--- config.mk ---
export PLATFORM = sky130hd
export DESIGN_NAME = packer_rr_scheduler
export DESIGN_NICKNAME = d
export VERILOG_FILES = /design/src/rtl/packer_sched_pkg.sv /design/src/rtl/rr_arbiter.sv /design/src/rtl/packer_rr_scheduler.sv
export SDC_FILE = /design/constraint.sdc
export NUM_CORES = 1
export LEC_CHECK = 0
export ABC_AREA = 1
export CAP_MARGIN = 5
export CELL_PAD_IN_SITES_DETAIL_PLACEMENT = 0
export CELL_PAD_IN_SITES_GLOBAL_PLACEMENT = 1
export CORE_UTILIZATION = 27
export DETAILED_ROUTE_END_ITERATION = 10
export GPL_TIMING_DRIVEN = 1
export PLACE_DENSITY = 0.84
export RECOVER_POWER = 100
export SLEW_MARGIN = 10
export SYNTH_ARGS = -nofsm -noshare
export SYNTH_HDL_FRONTEND = slang
export SYNTH_HIERARCHICAL = 1
export SYNTH_SLANG_ARGS = --single-unit
export TNS_END_PERCENT = 10
--- constraint.sdc ---
create_clock -name clk -period 2.3 [get_ports clk]
set_input_delay 0.46 -clock clk [delete_from_list [all_inputs] [get_ports clk]]
set_output_delay 0.46 -clock clk [all_outputs]
set_load 0.05 [all_outputs]
--- src/rtl/packer_sched_pkg.sv ---
// Shared types for the packet-granular round-robin packer scheduler.
package packer_sched_pkg;

  typedef enum logic [2:0] {
    IDLE,
    GRANT,
    XFER,
    DROP,
    GAP
  } sched_state_t;

  typedef struct packed {
    logic [7:0] k;
    logic [7:0] packet_length;
  } packer_cfg_t;

  // The packer needs a non-empty packet and a non-zero k that fits inside it.
  function automatic logic cfg_legal(input packer_cfg_t c);
    return (c.packet_length != 8'd0) && (c.k != 8'd0) && (c.k <= c.packet_length);
  endfunction

endpackage

--- src/rtl/rr_arbiter.sv ---
// Combinational round-robin pick: first asserted request at or after ptr, wrapping.
module rr_arbiter #(
  parameter  int NUM_SRC = 4,
  localparam int GNT_W   = $clog2(NUM_SRC)
) (
  input  logic [NUM_SRC-1:0] req,
  input  logic [GNT_W-1:0]   ptr,
  output logic [GNT_W-1:0]   gnt,
  output logic               any_req
);

  logic [NUM_SRC-1:0] rot;
  logic [GNT_W-1:0]   off;
  logic [GNT_W:0]     sum;

  // rot[gi] is the request gi positions past the pointer.
  genvar gi;
  generate
    for (gi = 0; gi < NUM_SRC; gi++) begin : g_rot
      logic [GNT_W:0]   idx;
      logic [GNT_W-1:0] idx_w;
      assign idx     = {1'b0, ptr} + (GNT_W+1)'(gi);
      assign idx_w   = GNT_W'((idx >= (GNT_W+1)'(NUM_SRC)) ? idx - (GNT_W+1)'(NUM_SRC) : idx);
      assign rot[gi] = req[idx_w];
    end
  endgenerate

  always_comb begin
    off     = '0;
    any_req = 1'b0;
    for (int i = NUM_SRC - 1; i >= 0; i--) begin
      if (rot[i]) begin
        off     = GNT_W'(i);
        any_req = 1'b1;
      end
    end
    sum = {1'b0, ptr} + {1'b0, off};
    gnt = GNT_W'((sum >= (GNT_W+1)'(NUM_SRC)) ? sum - (GNT_W+1)'(NUM_SRC) : sum);
  end

endmodule

--- src/rtl/packer_rr_scheduler.sv ---
// Shares one data_packer among NUM_SRC AXI-stream sources, one packet per grant.
// Define PACKER_SCHED_STATS_EN to add the pkt_cnt / drop_cnt statistics ports.
module packer_rr_scheduler
  import packer_sched_pkg::*;
#(
  parameter  int NUM_SRC    = 4,
  parameter  int DATA_WIDTH = 8,
  localparam int GNT_W      = $clog2(NUM_SRC)
) (
  input  logic                          clk,
  input  logic                          reset,
  input  logic [NUM_SRC*DATA_WIDTH-1:0] s_tdata,
  input  logic [NUM_SRC-1:0]            s_tvalid,
  output logic [NUM_SRC-1:0]            s_tready,
  input  logic [NUM_SRC-1:0]            s_tlast,
  input  logic [NUM_SRC*16-1:0]         cfg_src,
  output logic [DATA_WIDTH-1:0]         m_tdata,
  output logic                          m_tvalid,
  input  logic                          m_tready,
  output logic                          m_tlast,
  output logic [15:0]                   confi,
  output logic [GNT_W-1:0]              grant_id,
  output logic                          busy,
  output logic                          cfg_err,
  output logic                          len_err
`ifdef PACKER_SCHED_STATS_EN
  ,
  output logic [NUM_SRC*16-1:0]         pkt_cnt,
  output logic [15:0]                   drop_cnt
`endif
);

  sched_state_t state_reg, state_next;
  logic [GNT_W-1:0] grant_reg, rr_ptr_reg, arb_gnt;
  logic             any_req;
  packer_cfg_t      cfg_q, confi_reg;
  logic [7:0]       beat_cnt_reg;

  logic [DATA_WIDTH-1:0] src_data [NUM_SRC];
  packer_cfg_t           src_cfg  [NUM_SRC];

  genvar gi;
  generate
    for (gi = 0; gi < NUM_SRC; gi++) begin : g_unpack
      assign src_data[gi] = s_tdata[gi*DATA_WIDTH +: DATA_WIDTH];
      assign src_cfg[gi]  = cfg_src[gi*16 +: 16];
    end
  endgenerate

  rr_arbiter #(.NUM_SRC(NUM_SRC)) u_arb (
    .req     (s_tvalid),
    .ptr     (rr_ptr_reg),
    .gnt     (arb_gnt),
    .any_req (any_req)
  );

  logic sel_valid, sel_last, cfg_ok, at_len, xfer_hs;
  assign sel_valid = s_tvalid[grant_reg];
  assign sel_last  = s_tlast[grant_reg];
  assign cfg_ok    = cfg_legal(cfg_q);
  assign at_len    = (beat_cnt_reg == (cfg_q.packet_length - 8'd1));
  assign xfer_hs   = (state_reg == XFER) && sel_valid && m_tready;

  always_ff @(posedge clk or posedge reset) begin
    if (reset) begin
      state_reg <= IDLE;
    end else begin
      state_reg <= state_next;
    end
  end

  // cfg_q is captured with the grant so legality is judged on a stable value in GRANT.
  always_ff @(posedge clk or posedge reset) begin
    if (reset) begin
      grant_reg    <= '0;
      rr_ptr_reg   <= '0;
      cfg_q        <= '0;
      confi_reg    <= '0;
      beat_cnt_reg <= '0;
    end else begin
      case (state_reg)
        IDLE: begin
          if (any_req) begin
            grant_reg <= arb_gnt;
            cfg_q     <= src_cfg[arb_gnt];
          end
        end
        GRANT: begin
          beat_cnt_reg <= '0;
          if (cfg_ok) begin
            confi_reg <= cfg_q;
          end
        end
        XFER: begin
          if (xfer_hs) begin
            beat_cnt_reg <= beat_cnt_reg + 8'd1;
          end
        end
        GAP: begin
          rr_ptr_reg <= (grant_reg == GNT_W'(NUM_SRC - 1)) ? '0 : grant_reg + 1'b1;
        end
        default: ;
      endcase
    end
  end

  always_comb begin
    state_next = state_reg;
    case (state_reg)
      IDLE:  if (any_req) state_next = GRANT;
      GRANT: state_next = cfg_ok ? XFER : DROP;
      XFER: begin
        if (xfer_hs) begin
          if (sel_last)    state_next = GAP;
          else if (at_len) state_next = DROP;
        end
      end
      DROP:  if (sel_valid && sel_last) state_next = GAP;
      GAP:   state_next = IDLE;
      default: state_next = IDLE;
    endcase
  end

  always_comb begin
    s_tready = '0;
    m_tdata  = '0;
    m_tvalid = 1'b0;
    m_tlast  = 1'b0;
    cfg_err  = 1'b0;
    len_err  = 1'b0;
    busy     = (state_reg != IDLE);
    case (state_reg)
      GRANT: cfg_err = !cfg_ok;
      XFER: begin
        m_tdata             = src_data[grant_reg];
        m_tvalid            = sel_valid;
        m_tlast             = sel_last | at_len;
        s_tready[grant_reg] = m_tready;
        len_err             = xfer_hs && !sel_last && at_len;
      end
      DROP: s_tready[grant_reg] = 1'b1;
      default: ;
    endcase
  end

  assign confi    = confi_reg;
  assign grant_id = grant_reg;

`ifdef PACKER_SCHED_STATS_EN
  logic [15:0] drop_cnt_reg;

  generate
    for (gi = 0; gi < NUM_SRC; gi++) begin : g_stats
      logic [15:0] cnt_reg;
      always_ff @(posedge clk or posedge reset) begin
        if (reset) begin
          cnt_reg <= '0;
        end else if (xfer_hs && sel_last && (grant_reg == GNT_W'(gi)) && (cnt_reg != 16'hFFFF)) begin
          cnt_reg <= cnt_reg + 16'd1;
        end
      end
      assign pkt_cnt[gi*16 +: 16] = cnt_reg;
    end
  endgenerate

  always_ff @(posedge clk or posedge reset) begin
    if (reset) begin
      drop_cnt_reg <= '0;
    end else if ((cfg_err || len_err) && (drop_cnt_reg != 16'hFFFF)) begin
      drop_cnt_reg <= drop_cnt_reg + 16'd1;
    end
  end

  assign drop_cnt = drop_cnt_reg;
`endif

endmodule

* After elaboration in Yosys (flattened, before gate mapping)
Index checks and enable logic that the tools add are counted.
** Operators by class
- Magnitude comparators :: 14
- Mux-type cells :: 49
- Add/sub/neg operators :: 12
- Reduce and logical (&&, ||, !) cells :: 19
- Equal/unequal tests :: 10
- Bitwise operators :: 4
** Operator list (number)
- 16-bit binary-select mux with 2-bit select :: 1
- 16-bit two-way mux :: 2
- 8-bit two-way mux :: 4
- 2-bit two-way mux :: 10
- 3-bit greater-or-equal comparator (second input constant) :: 6
- 8-bit binary-select mux with 2-bit select :: 1
- 1-bit two-way mux :: 16
- 8-bit one-hot mux with 2 select lines :: 1
- 8-bit nonzero test :: 2
- 2-bit by 3-bit less-than comparator with 1-bit output (second input constant) :: 5
- 3-bit two-way mux :: 5
- 1-bit binary-select mux with 2-bit select :: 6
- 3-bit one-hot mux with 4 select lines :: 1
- 2-bit by 1-bit subtractor with 2-bit output (second input constant) :: 5
- 8-bit by 1-bit adder with 8-bit output (second input constant) :: 1
- 8-bit equality test :: 1
- 8-bit less-or-equal comparator :: 1
- 1-bit logical AND :: 8
- 4-bit one-hot mux with 2 select lines :: 1
- 8-bit by 1-bit subtractor with 8-bit output (second input constant) :: 1
- 2-bit by 2-bit adder with 3-bit output (second input constant) :: 2
- 3-bit by 2-bit equality test with 1-bit output (second input constant) :: 2
- 2-bit != test (second input constant) :: 3
- 2-bit NOT with 3-bit output :: 2
- other kinds (18) :: 21
** Storage, ports and cells
- Flip-flop bits (word level) :: 47
- Logic and storage cells :: 116
- Input bits :: 107
- Output and inout port bits :: 35

* Logic depth before layout (Yosys ltp)
- Word-level depth :: 16
- Mapped depth :: 19

* Modules after synthesis
Netlist, hierarchy kept.
** By module, submodules not included
- packer_rr_scheduler :: cells each 514, times used 1, area each 3453.3 sq um
- rr_arbiter :: cells each 56, times used 1, area each 259.0 sq um

* Worst setup path before layout
No wires, ideal clock.
- Kind :: register -> output
- Start :: reg grant_reg[1], in the netlist grant_id[1]
- End :: out len_err
- Slack :: -0.915 ns
- Required time :: 1.840 ns
- Arrival :: 2.755 ns
- Stages on the path, launching flop included :: 7
- Path buffers :: 1
- Cell sequence :: dfrtp_1 > buf_2 > nand3_1 > nand2_1 > nor2_2 > nand2_2 > nor3_1
** On the way
- Word-level cells in the longest chain between the ends :: 7
- Elaborated cells on any way between the ends :: 10
** RTL lines
- start: declaration :: line packer_rr_scheduler.sv:34 : logic [GNT_W-1:0] grant_reg, rr_ptr_reg, arb_gnt;
- start signal: assignment :: line packer_rr_scheduler.sv:84 : grant_reg <= arb_gnt;
- 1-bit binary-select mux with 2-bit select :: line packer_rr_scheduler.sv:58 : assign sel_valid = s_tvalid[grant_reg];
- 1-bit two-way mux (not written as such) :: line packer_rr_scheduler.sv:58
- 1-bit logical AND (2 in series) :: line packer_rr_scheduler.sv:62 : assign xfer_hs = (state_reg == XFER) && sel_valid && m_tready;
- 1-bit logical AND (*) (2 in series) :: line packer_rr_scheduler.sv:139 : len_err = xfer_hs && !sel_last && at_len;
- 1-bit two-way mux (*) :: line packer_rr_scheduler.sv:132 : case (state_reg)
- end: declaration :: line packer_rr_scheduler.sv:25 : output logic len_err
Every way passes the cells marked *; elsewhere a longest branch is shown, timed or not. The select of a mux whose other input is x is not followed.

* Worst setup path in the final report
- Start :: reg cfg_q[1] (netlist name)
- End :: out len_err
** On the way
- Word-level cells in the longest chain between the ends :: 4
** RTL lines
- start: declaration :: line packer_rr_scheduler.sv:36 : packer_cfg_t cfg_q, confi_reg;
- start signal: assignment :: line packer_rr_scheduler.sv:85 : cfg_q <= src_cfg[arb_gnt];
- 8-bit by 1-bit subtractor with 8-bit output :: line packer_rr_scheduler.sv:61 : assign at_len = (beat_cnt_reg == (cfg_q.packet_length - 8'd1));
- 8-bit equality test :: line packer_rr_scheduler.sv:61
- 1-bit logical AND :: line packer_rr_scheduler.sv:139
- 1-bit two-way mux :: line packer_rr_scheduler.sv:132
No other way between the ends.

==> run_results.csv <==
group,metric,value,unit
status,status,"finished, violations left",
status,violations,"setup timing",
setup_path,worstPathCellList,"buf_4 > nor2_2 > nand2_1 > inv_1 > nand3_1 > nand2_1 > inv_1 > nor2_4 > nand3_4 > nor3_4 > buf_12",
cells_and_area,diodes,0,
clock_network,htreeDepth,2,
yosys,synth_cell_types,36,
floorplanning,die_width,119,um
cells_and_area,drive_above_1_share,0.178,
yosys,synthArstFlopShare,1.00,
setup_path,r2r_slack,-50,ps
power,p_per_area,1650,mW/mm2
global_routing,grt_overflow,0,
sta,setup_viol,10,
cells_and_area,fill_cells,1339,
setup_path,crit_required,1840,ps
placed_design,routabilityCongestion,0.898,
clock_network,cts.sink_count,47,
sta,clock.fmax,416,MHz
placed_design,portBuffers,141,
yosys,synth-seq-cells,47,
yosys,ys_seq_area_frac,0.317,
detailed_routing,drc,0,
sta,fin_crit,2400,ps
global_routing,use_met1,0.218,
global_routing,grt_max_degree,34,
min_path,whs_endpoint,"confi[7]",
floorplanning,start_util,0.278,
cells_and_area,syn_to_final_growth,60.8,%
setup_path,crit_path_max_fanout,3,
sta,worst_slew_pin_slew,779,ps
yosys,syn_avg_cell_area,6.51,um2
global_routing,grt_pass1_vias,4269,
global_routing,grt_use_met3,0.0311,
yosys,synth_ff_type,"dfrtp_1",
cells_and_area,final_area,0.00597,mm2
global_routing,grt_antenna_before_repair,0,
cells_and_area,final_nets,858,
floorplanning,die_height,119,um
detailed_routing,vias,4264,
detailed_routing,first_pass_iters,5,
clock_network,cts_buffer_depth,2,
cells_and_area,fin_util,0.447,
yosys,syn_nets,693,
yosys,synth_edf_count,0,
global_routing,grt_pass1_wl,19900,um
sta,finClkSkew,6.41,ps
yosys,syn_inst,570,
placed_design,place_inst,897,
floorplanning,fp.coreArea,0.0133,mm2
sta,fin_tns_setup,-415,ps
sta,max_slew_margin,0.480,
min_path,hp-class,"reg -> reg",
power,leakagePower,0.00273,uW
sta,whs,485,ps
cells_and_area,final_cells,912,
min_path,hold_start,"confi[7]",
floorplanning,ios,142,
sta,hold_viol,0,
setup_path,rr_worst_depth,17,
floorplanning,die-area,0.0142,mm2
sta,timing.final.crit_share,1.04,
setup_path,slowest_delay,390,ps
global_routing,track_usage,0.172,
detailed_routing,via_per_inst,4.68,
clock_network,numCtsBuffers,5,
setup_path,crit_slowest_cell,"dfrtp_1",
detailed_routing,drt_iter0_drc,209,
setup_path,rr_startpoint,"rr_ptr_reg[0]",
setup_path,rr_endpoint,"cfg_q[0]",
global_routing,use_met2,0.291,
sta,slew_violations,0,
setup_path,crit_type,"reg -> out",
setup_path,arrival,1940,ps
detailed_routing,final_antenna_net_count,0,
min_path,min_path_cells,1,
detailed_routing,wl,12000,um
placed_design,place_area,0.00562,mm2
sta,setup_ws,-102,ps
setup_path,end_kind,"output pin",
placed_design,hpwl,9570,um
clock_network,clk_pin_slew,70,ps
clock_network,clk_latency,290,ps
floorplanning,rows,42,
global_routing,grt_busiest_layer,"met2",
yosys,syn-cell-area,0.00371,mm2
setup_path,critPathLaunchType,"flop",
clock_network,cts_tree,"built",
clock_network,hold_buffers,0,
yosys,synth_warnings,6,
power,max-vdd-ir-drop,0.743,mV
sta,rsz0062_at_grt,"yes",
clock_network,cts_root_buffer,"clkbuf_16",
job,drv_cap,0,
detailed_routing,wl_per_cell,13.2,um
-- power by group --
| part | internal, uW | switching [uW] |
|---|---|---|
| Combinational | 2980 | 4560 |
| Clock | 435 | 317 |
| Sequential | 1200 | 350 |
| Total | 4620 | 5220 |
-- cell type report --
type                       count  area (um2)  area share
clock buffer                   6         139      0.0233
inverter                      54         208      0.0348
timing repair buffer         181        1830       0.306
tap                          176         220      0.0369
multi-input combinational    446        2380       0.399
sequential                    47        1180       0.197
clock inverter                 2        13.8     0.00231
-- synthesized netlist by cell type, types with 2 or more instances --
| cell | count | share of area |
|---|---|---|
| ha_1 | 16 | 0.054 |
| buf_6 | 3 | 0.0091 |
| clkbuf_1 | 11 | 0.011 |
| dfrtp_1 | 47 | 0.32 |
| xor2_1 | 6 | 0.014 |
| nand2_4 | 2 | 0.0061 |
| nand4_1 | 4 | 0.0067 |
| o22ai_1 | 16 | 0.027 |
| nor2_1 | 87 | 0.088 |
| buf_4 | 2 | 0.0040 |
| a21oi_1 | 19 | 0.026 |
| buf_2 | 5 | 0.0067 |
| o21ai_1 | 2 | 0.0027 |
| nand3_1 | 25 | 0.034 |
| o21a_1 | 10 | 0.020 |
| nand2_2 | 6 | 0.010 |
| nor3_1 | 2 | 0.0027 |
| inv_1 | 49 | 0.050 |
| nor4_1 | 3 | 0.0051 |
| o21ai_0 | 73 | 0.098 |
| nand2_1 | 162 | 0.16 |
| inv_2 | 4 | 0.0040 |
| nor2_2 | 3 | 0.0051 |
-- metrics by stage --
| step | power [uW] | setup slack (ps) |
|---|---|---|
| after CTS | 9590 | -97.1 |
| after detailed placement | 8500 | -512 |
| final | 9840 | -102 |
| after global placement | 8410 | -502 |
| after floorplan | 6070 | -203 |
| after global routing | 10700 | -250 |
-- cell families (layout without fill, tap and decap cells) --
group / after synthesis / in the layout / share of synthesized area
simple gates: 299 / 299 / 0.338
compound gates: 123 / 123 / 0.180
buf+inv: 77 / 243 / 0.0913
flops: 47 / 47 / 0.317
fa+ha+maj: 16 / 16 / 0.0539
xor+xnor: 7 / 7 / 0.0165
mux: 1 / 1 / 0.00303
-- worst max path at each step --
stage | start | slack, ps | depth (start not counted) | to
after floorplan | grant_id[0] | -200 | 6 | s_tready[0]
after global placement | s_tvalid[1] | -500 | 19 | cfg_q[4]
after detailed placement | s_tvalid[1] | -510 | 19 | cfg_q[3]
after CTS | cfg_q[1] | -100 | 11 | len_err
after global routing | cfg_q[1] | -250 | 11 | len_err
final | cfg_q[1] | -100 | 11 | len_err
-- repair_timing --
item,CTS,global route
endpoints found under the hold margin,0,0
pin swaps,17,12
setup buffers,3,3
resized for setup,37,19
gates cloned,0,1
setup endpoints to repair,19,24
-- metal layers --
metal,part of all wire,routed length (um),vias up
met4,0.018,213,0
met1,0.45,5450,1936
li1,-,-,2175
met2,0.48,5740,136
met3,0.054,645,17
met5,0,0,-
-- cells in the final DEF, fill, tap and decap left out, drive strengths merged, types with 3 or more instances in the layout --
master         synthesis  layout
a21oi                 20      20
buf                   12      52
clkbuf                11      13
clkdlybuf4s50          0     102
dfrtp                 47      47
dlygate4sd2            0       4
dlygate4sd3            0      16
ha                    16      16
inv                   54      55
nand2                170     170
nand3                 26      26
nand4                  4       4
nor2                  92      92
nor3                   3       3
nor4                   3       3
o21a                  10      10
o21ai                 75      75
o22ai                 16      16
xor2                   6       6
-- worst max-delay path: cells and delay by family (launching register included) --
kind | cells | cell delay, ps
and+or+nand+nor | 7 | 800
buffers and inverters | 4 | 450
DFF | 1 | 390
No activity file was read; power rests on OpenSTA's default activity.
==> edit 1 (config.mk and constraints unchanged) <==
Encoding of `sched_state_t`: now one-hot (5 bits for 5 states).
--- a/src/rtl/packer_sched_pkg.sv
+++ b/src/rtl/packer_sched_pkg.sv
@@ -3,8 +3,8 @@
 
-  typedef enum logic [2:0] {
-    IDLE,
-    GRANT,
-    XFER,
-    DROP,
-    GAP
+  typedef enum logic [4:0] {
+    IDLE  = 5'b00001,
+    GRANT = 5'b00010,
+    XFER  = 5'b00100,
+    DROP  = 5'b01000,
+    GAP   = 5'b10000
   } sched_state_t;
Function: no difference found for any inputs over 4 cycles, from zero or initial values and one cycle with reset high; so few cycles prove little.
==> edit 1 against the original RTL <==
  * The run still ends with setup timing left
  * Power fell by 2.7%
  * Sequential cell count rose by 2
  * Routed wire length rose by 6.0%
  * Final area rose by 5.0%
  * Synthesized area rose by 1.0%
  * Global-route usage rose by 0.70 points
  * Clock power rose by 15%
  * Worst setup slack got worse by 0.056 ns
  * First-iteration DRC count rose by 17%
  * Critical path type unchanged
  * Critical endpoint is now m_tlast
==> edit 1: results <==
status:
  status: "finished with violations"
  violations: "setup timing"
grt:
  grtUsageTotal_pct: 17.9
  use_met1_pct: 22.2
  grt_util_met2_pct: 30.6
  grt_max_degree: 38
  grt_pass1_wl_um: 20300
  gr-usage-met3_pct: 3.99
  first_global_vias: 4355
worst_setup_path:
  worstPathArrival_ns: 2.00
  rr_endpoint: "cfg_q[6]$_DFFE_PP0P_"
  reg2reg_depth: 19
  r2r_slack_ns: -0.13
power_and_ir_drop:
  seq_power_mw: 1.53
  ir_drop_v: 0.000666
  power.switching_mw: 4.75
  power_frac_comb_pct: 74.9
  p_leak_nw: 2.83
  netSwitchingFraction_pct: 49.6
placement:
  gp_congestion: 0.858
  dpl_cell_area_um2: 5680
  dp_hpwl_um: 9850
  dp.cells: 904
  pre_cts_ws_ns: -0.580
hold_path:
  hp-class: "reg2reg"
  hold_path_depth: 2
cells_and_area:
  fin_nets: 864
  fin_cells: 918
  drive_gt1_share_pct: 21.0
logic_synthesis:
  postSynth.asyncResetShare_pct: 100
  synth_common_cells: "nand2_1 (148), nor2_1 (108), o21ai_0 (72)"
  synth.distinct_cells: 34
  avgSynthCellArea_um2: 6.52
  synth_area_leaders: "dfrtp_1 (32%), nand2_1 (15%), nor2_1 (11%), o21ai_0 (9.6%), inv_1 (6.1%)"
  synthFlopType: "dfrtp_1"
  syn_nets: 698
  ys_seq_area_share_pct: 32.7
drt:
  wl_met2_um: 6240
  drt-initial-drc-count: 244
  finalWirelength_um: 12800
  met1_length_um: 5460
  wl_met3_um: 911
  dr.pass1.iters: 4
  viasPerCell: 4.74
sta:
  tightest_slew_ns: 0.756
  skew_ns: 0.00396
  holdWs_ns: 0.478
  fin_ws_ns: -0.158
  tns_ns: -1.41
  setup_viol: 20
clocking:
  clk_path_buf_depth: 2
  clk_latency_ns: 0.29
-- edit 1: changes by cell type in the layout (fill, tap and decap cells not counted), moves of 9 or more --
| cell | change |
|---|---|
| nand2_1 | -25 |
| nor2_1 | +20 |
| o22ai_1 | -15 |
| inv_1 | +12 |
| o21ai_0 | -11 |
| o32ai_2 | +10 |
| o21a_1 | -9 |
-- edit 1: kinds of logic (layout without fill, tap and decap cells) --
family	count (synthesis)	count (layout)	share of synthesized area [%]
and+or+nand+nor	301	301	33.8
adders and majority gates	16	16	5.34
DFF	49	49	32.7
xor gates and xnor gates	7	7	1.63
buffers and inverters	90	257	9.61
AOI/OAI and AO/OA	111	111	16.6
muxes	1	1	0.300
-- edit 1: worst max-delay path by stage --
stage          slack, ns                    end  cells past startpoint                      start
2_1_floorplan      -0.25            s_tready[1]                      6    grant_id[1]$_DFFE_PP0P_
3_3_place_gp       -0.59  cfg_q[13]$_DFFE_PP0P_                     17                s_tvalid[1]
3_5_place_dp       -0.58  cfg_q[13]$_DFFE_PP0P_                     17                s_tvalid[1]
4_1_cts            -0.22                len_err                     12       cfg_q[0]$_DFFE_PP0P_
5_1_grt            -0.31   cfg_q[6]$_DFFE_PP0P_                     19  rr_ptr_reg[0]$_DFFE_PP0N_
6_report           -0.16                m_tlast                     12       cfg_q[0]$_DFFE_PP0P_
-- edit 1: what timing repair did --
item | 4_1_cts | 5_1_grt
cloned | 2 | 0
gates resized for setup | 55 | 62
setup buffers | 3 | 1
hold buffers | 0 | 0
setup endpoints to repair | 31 | 33
pin swaps | 15 | 15
-- edit 1: area by class of cell --
type / count / area (um^2)
clock buffer: 6 / 139
clock inverter: 2 / 37.5
fill: 1284 / 7130
inverter: 66 / 263
multi-input combinational: 436 / 2520
sequential: 49 / 1230
tap: 176 / 220
timing repair buffer: 183 / 1860
==> edit 2 (same flow settings) <==
Made on the original files. `NUM_SRC` is set to 4 in 2 places; all go to 8.
--- a/src/rtl/rr_arbiter.sv
+++ b/src/rtl/rr_arbiter.sv
@@ -2,3 +2,3 @@
 module rr_arbiter #(
-  parameter  int NUM_SRC = 4,
+  parameter  int NUM_SRC = 8,
   localparam int GNT_W   = $clog2(NUM_SRC)
--- a/src/rtl/packer_rr_scheduler.sv
+++ b/src/rtl/packer_rr_scheduler.sv
@@ -5,3 +5,3 @@
 #(
-  parameter  int NUM_SRC    = 4,
+  parameter  int NUM_SRC    = 8,
   parameter  int DATA_WIDTH = 8,
Interface: changed (6 resized); port bits go from 142 to 251. The function was not compared with the original's and may differ.
==> edit 2 against the original RTL <==
  * The flow finishes with violations (DRC, setup timing)
  * Worst setup slack got worse by 0.69 ns
  * Synthesized area is 36% higher
  * First-iteration DRC count is 57% higher
  * Die area rose by 35%
  * Global-route usage rose by 4.6 points
  * Final area grew 55%
  * Via count rose by 52%
  * Sequential cell count rose by 2
  * Non-clock buffer count up 156
  * Synthesized cell count increased by 39%
  * Count of clock-buffer cells in the layout fell by 1
  * Routed wire length increased by 78%
  * Critical path type is now in2reg
Power is left out: the tool's default activity adds up to more than one toggle a clock period on the data nets, which glitch-free logic cannot reach.
==> edit 2: results <==
status:
  status: "finished with violations"
  violations: "DRC, setup timing"
grt:
  grtUsageTotal_pct: 21.8
  grt_max_degree: 37
  grt_pass1_wl_um: 33300
  antenna_found_initial: 1
sta:
  setup_viol: 29
  holdWs_ns: 0.492
  skew_ns: 0.00788
  fin_ws_ns: -0.791
  relSlewSlack_pct: 36.0
logic_synthesis:
  synth_common_cells: "nand2_1 (277), nor2_1 (68), inv_1 (62)"
  synth_area_leaders: "dfrtp_1 (24%), nand2_1 (21%), o21ai_0 (5.4%), nor2_1 (5.1%), inv_1 (4.6%)"
  ys_seq_area_share_pct: 24.4
  avgSynthCellArea_um2: 6.36
cells_and_area:
  fill_cells: 1819
  fin_cells: 1333
  drive_gt1_share_pct: 25.8
  areaGrowthSynthToFinish_pct: 83.4
worst_setup_path:
  slowest_stage: "fa_2"
  critPathTopFamily: "buffers and inverters"
  r2r_slack_ns: -0.78
  slowest_delay_ns: 0.55
  worstPathMaxFanout: 6
placement:
  pre_cts_ws_ns: -1.13
  dpl_cell_area_um2: 8420
  gp_congestion: 0.888
  port_buffers: 250
drt:
  dr.pass1.iters: 8
  drc_errors: 10
  viasPerCell: 4.85
  wl_met3_um: 823
floorplan:
  dieWidth_um: 139
-- edit 2: cell types whose count changed after synthesis, sizes merged, moves of 9 or more --
cell | unedited run | this run
nand2 | 170 | 301
inv | 54 | 75
o21ai | 75 | 54
a21oi | 20 | 37
nor2 | 92 | 75
nand3 | 26 | 41
a221oi | 0 | 9
-- edit 2: layer usage --
metal	vias to the layer above	track usage [%]
met4	0	6.33
met3	28	2.76
met1	3018	28.4
li1	3261	-
met2	161	37.5
met5	-	0
-- edit 2: worst paths after layout --
check	startpoint	endpoint	depth (start not counted)
setup / recovery	s_tvalid[2]	cfg_q[6]$_DFFE_PP0P_	20
hold / removal	confi[3]$_DFFE_PP0P_	confi[3]$_DFFE_PP0P_	1
setup reg to reg	rr_ptr_reg[0]$_DFFE_PP0N_	cfg_q[6]$_DFFE_PP0P_	21
hold reg to reg	confi[3]$_DFFE_PP0P_	confi[3]$_DFFE_PP0P_	1
max in group asynchronous	reset	state_reg[2]$_DFFE_PP0P_	3
min in group asynchronous	reset	rr_ptr_reg[1]$_DFFE_PP0N_	2
-- edit 2: area by class of cell --
| class | instances | area share, % |
|---|---|---|
| clock inverters | 3 | 0.745 |
| inverters | 76 | 3.50 |
| clock buffers | 5 | 1.36 |
| flip-flops and latches | 49 | 13.4 |
| diodes | 1 | 0.0271 |
| well taps | 229 | 3.10 |
| multi-input cells | 633 | 40.6 |
| repair buffers | 337 | 37.3 |
-- edit 2: kinds of logic (layout without fill, tap and decap cells) --
family	count (synthesis)	in the layout	share of synthesized area (%)
and+or+nand+nor	436	436	37.5
buffers and inverters	110	421	10.1
AOI/OAI and AO/OA	170	170	21.8
adders and majority gates	17	17	4.37
other	0	1	0
xor gates and xnor gates	10	10	1.89
DFF	49	49	24.4
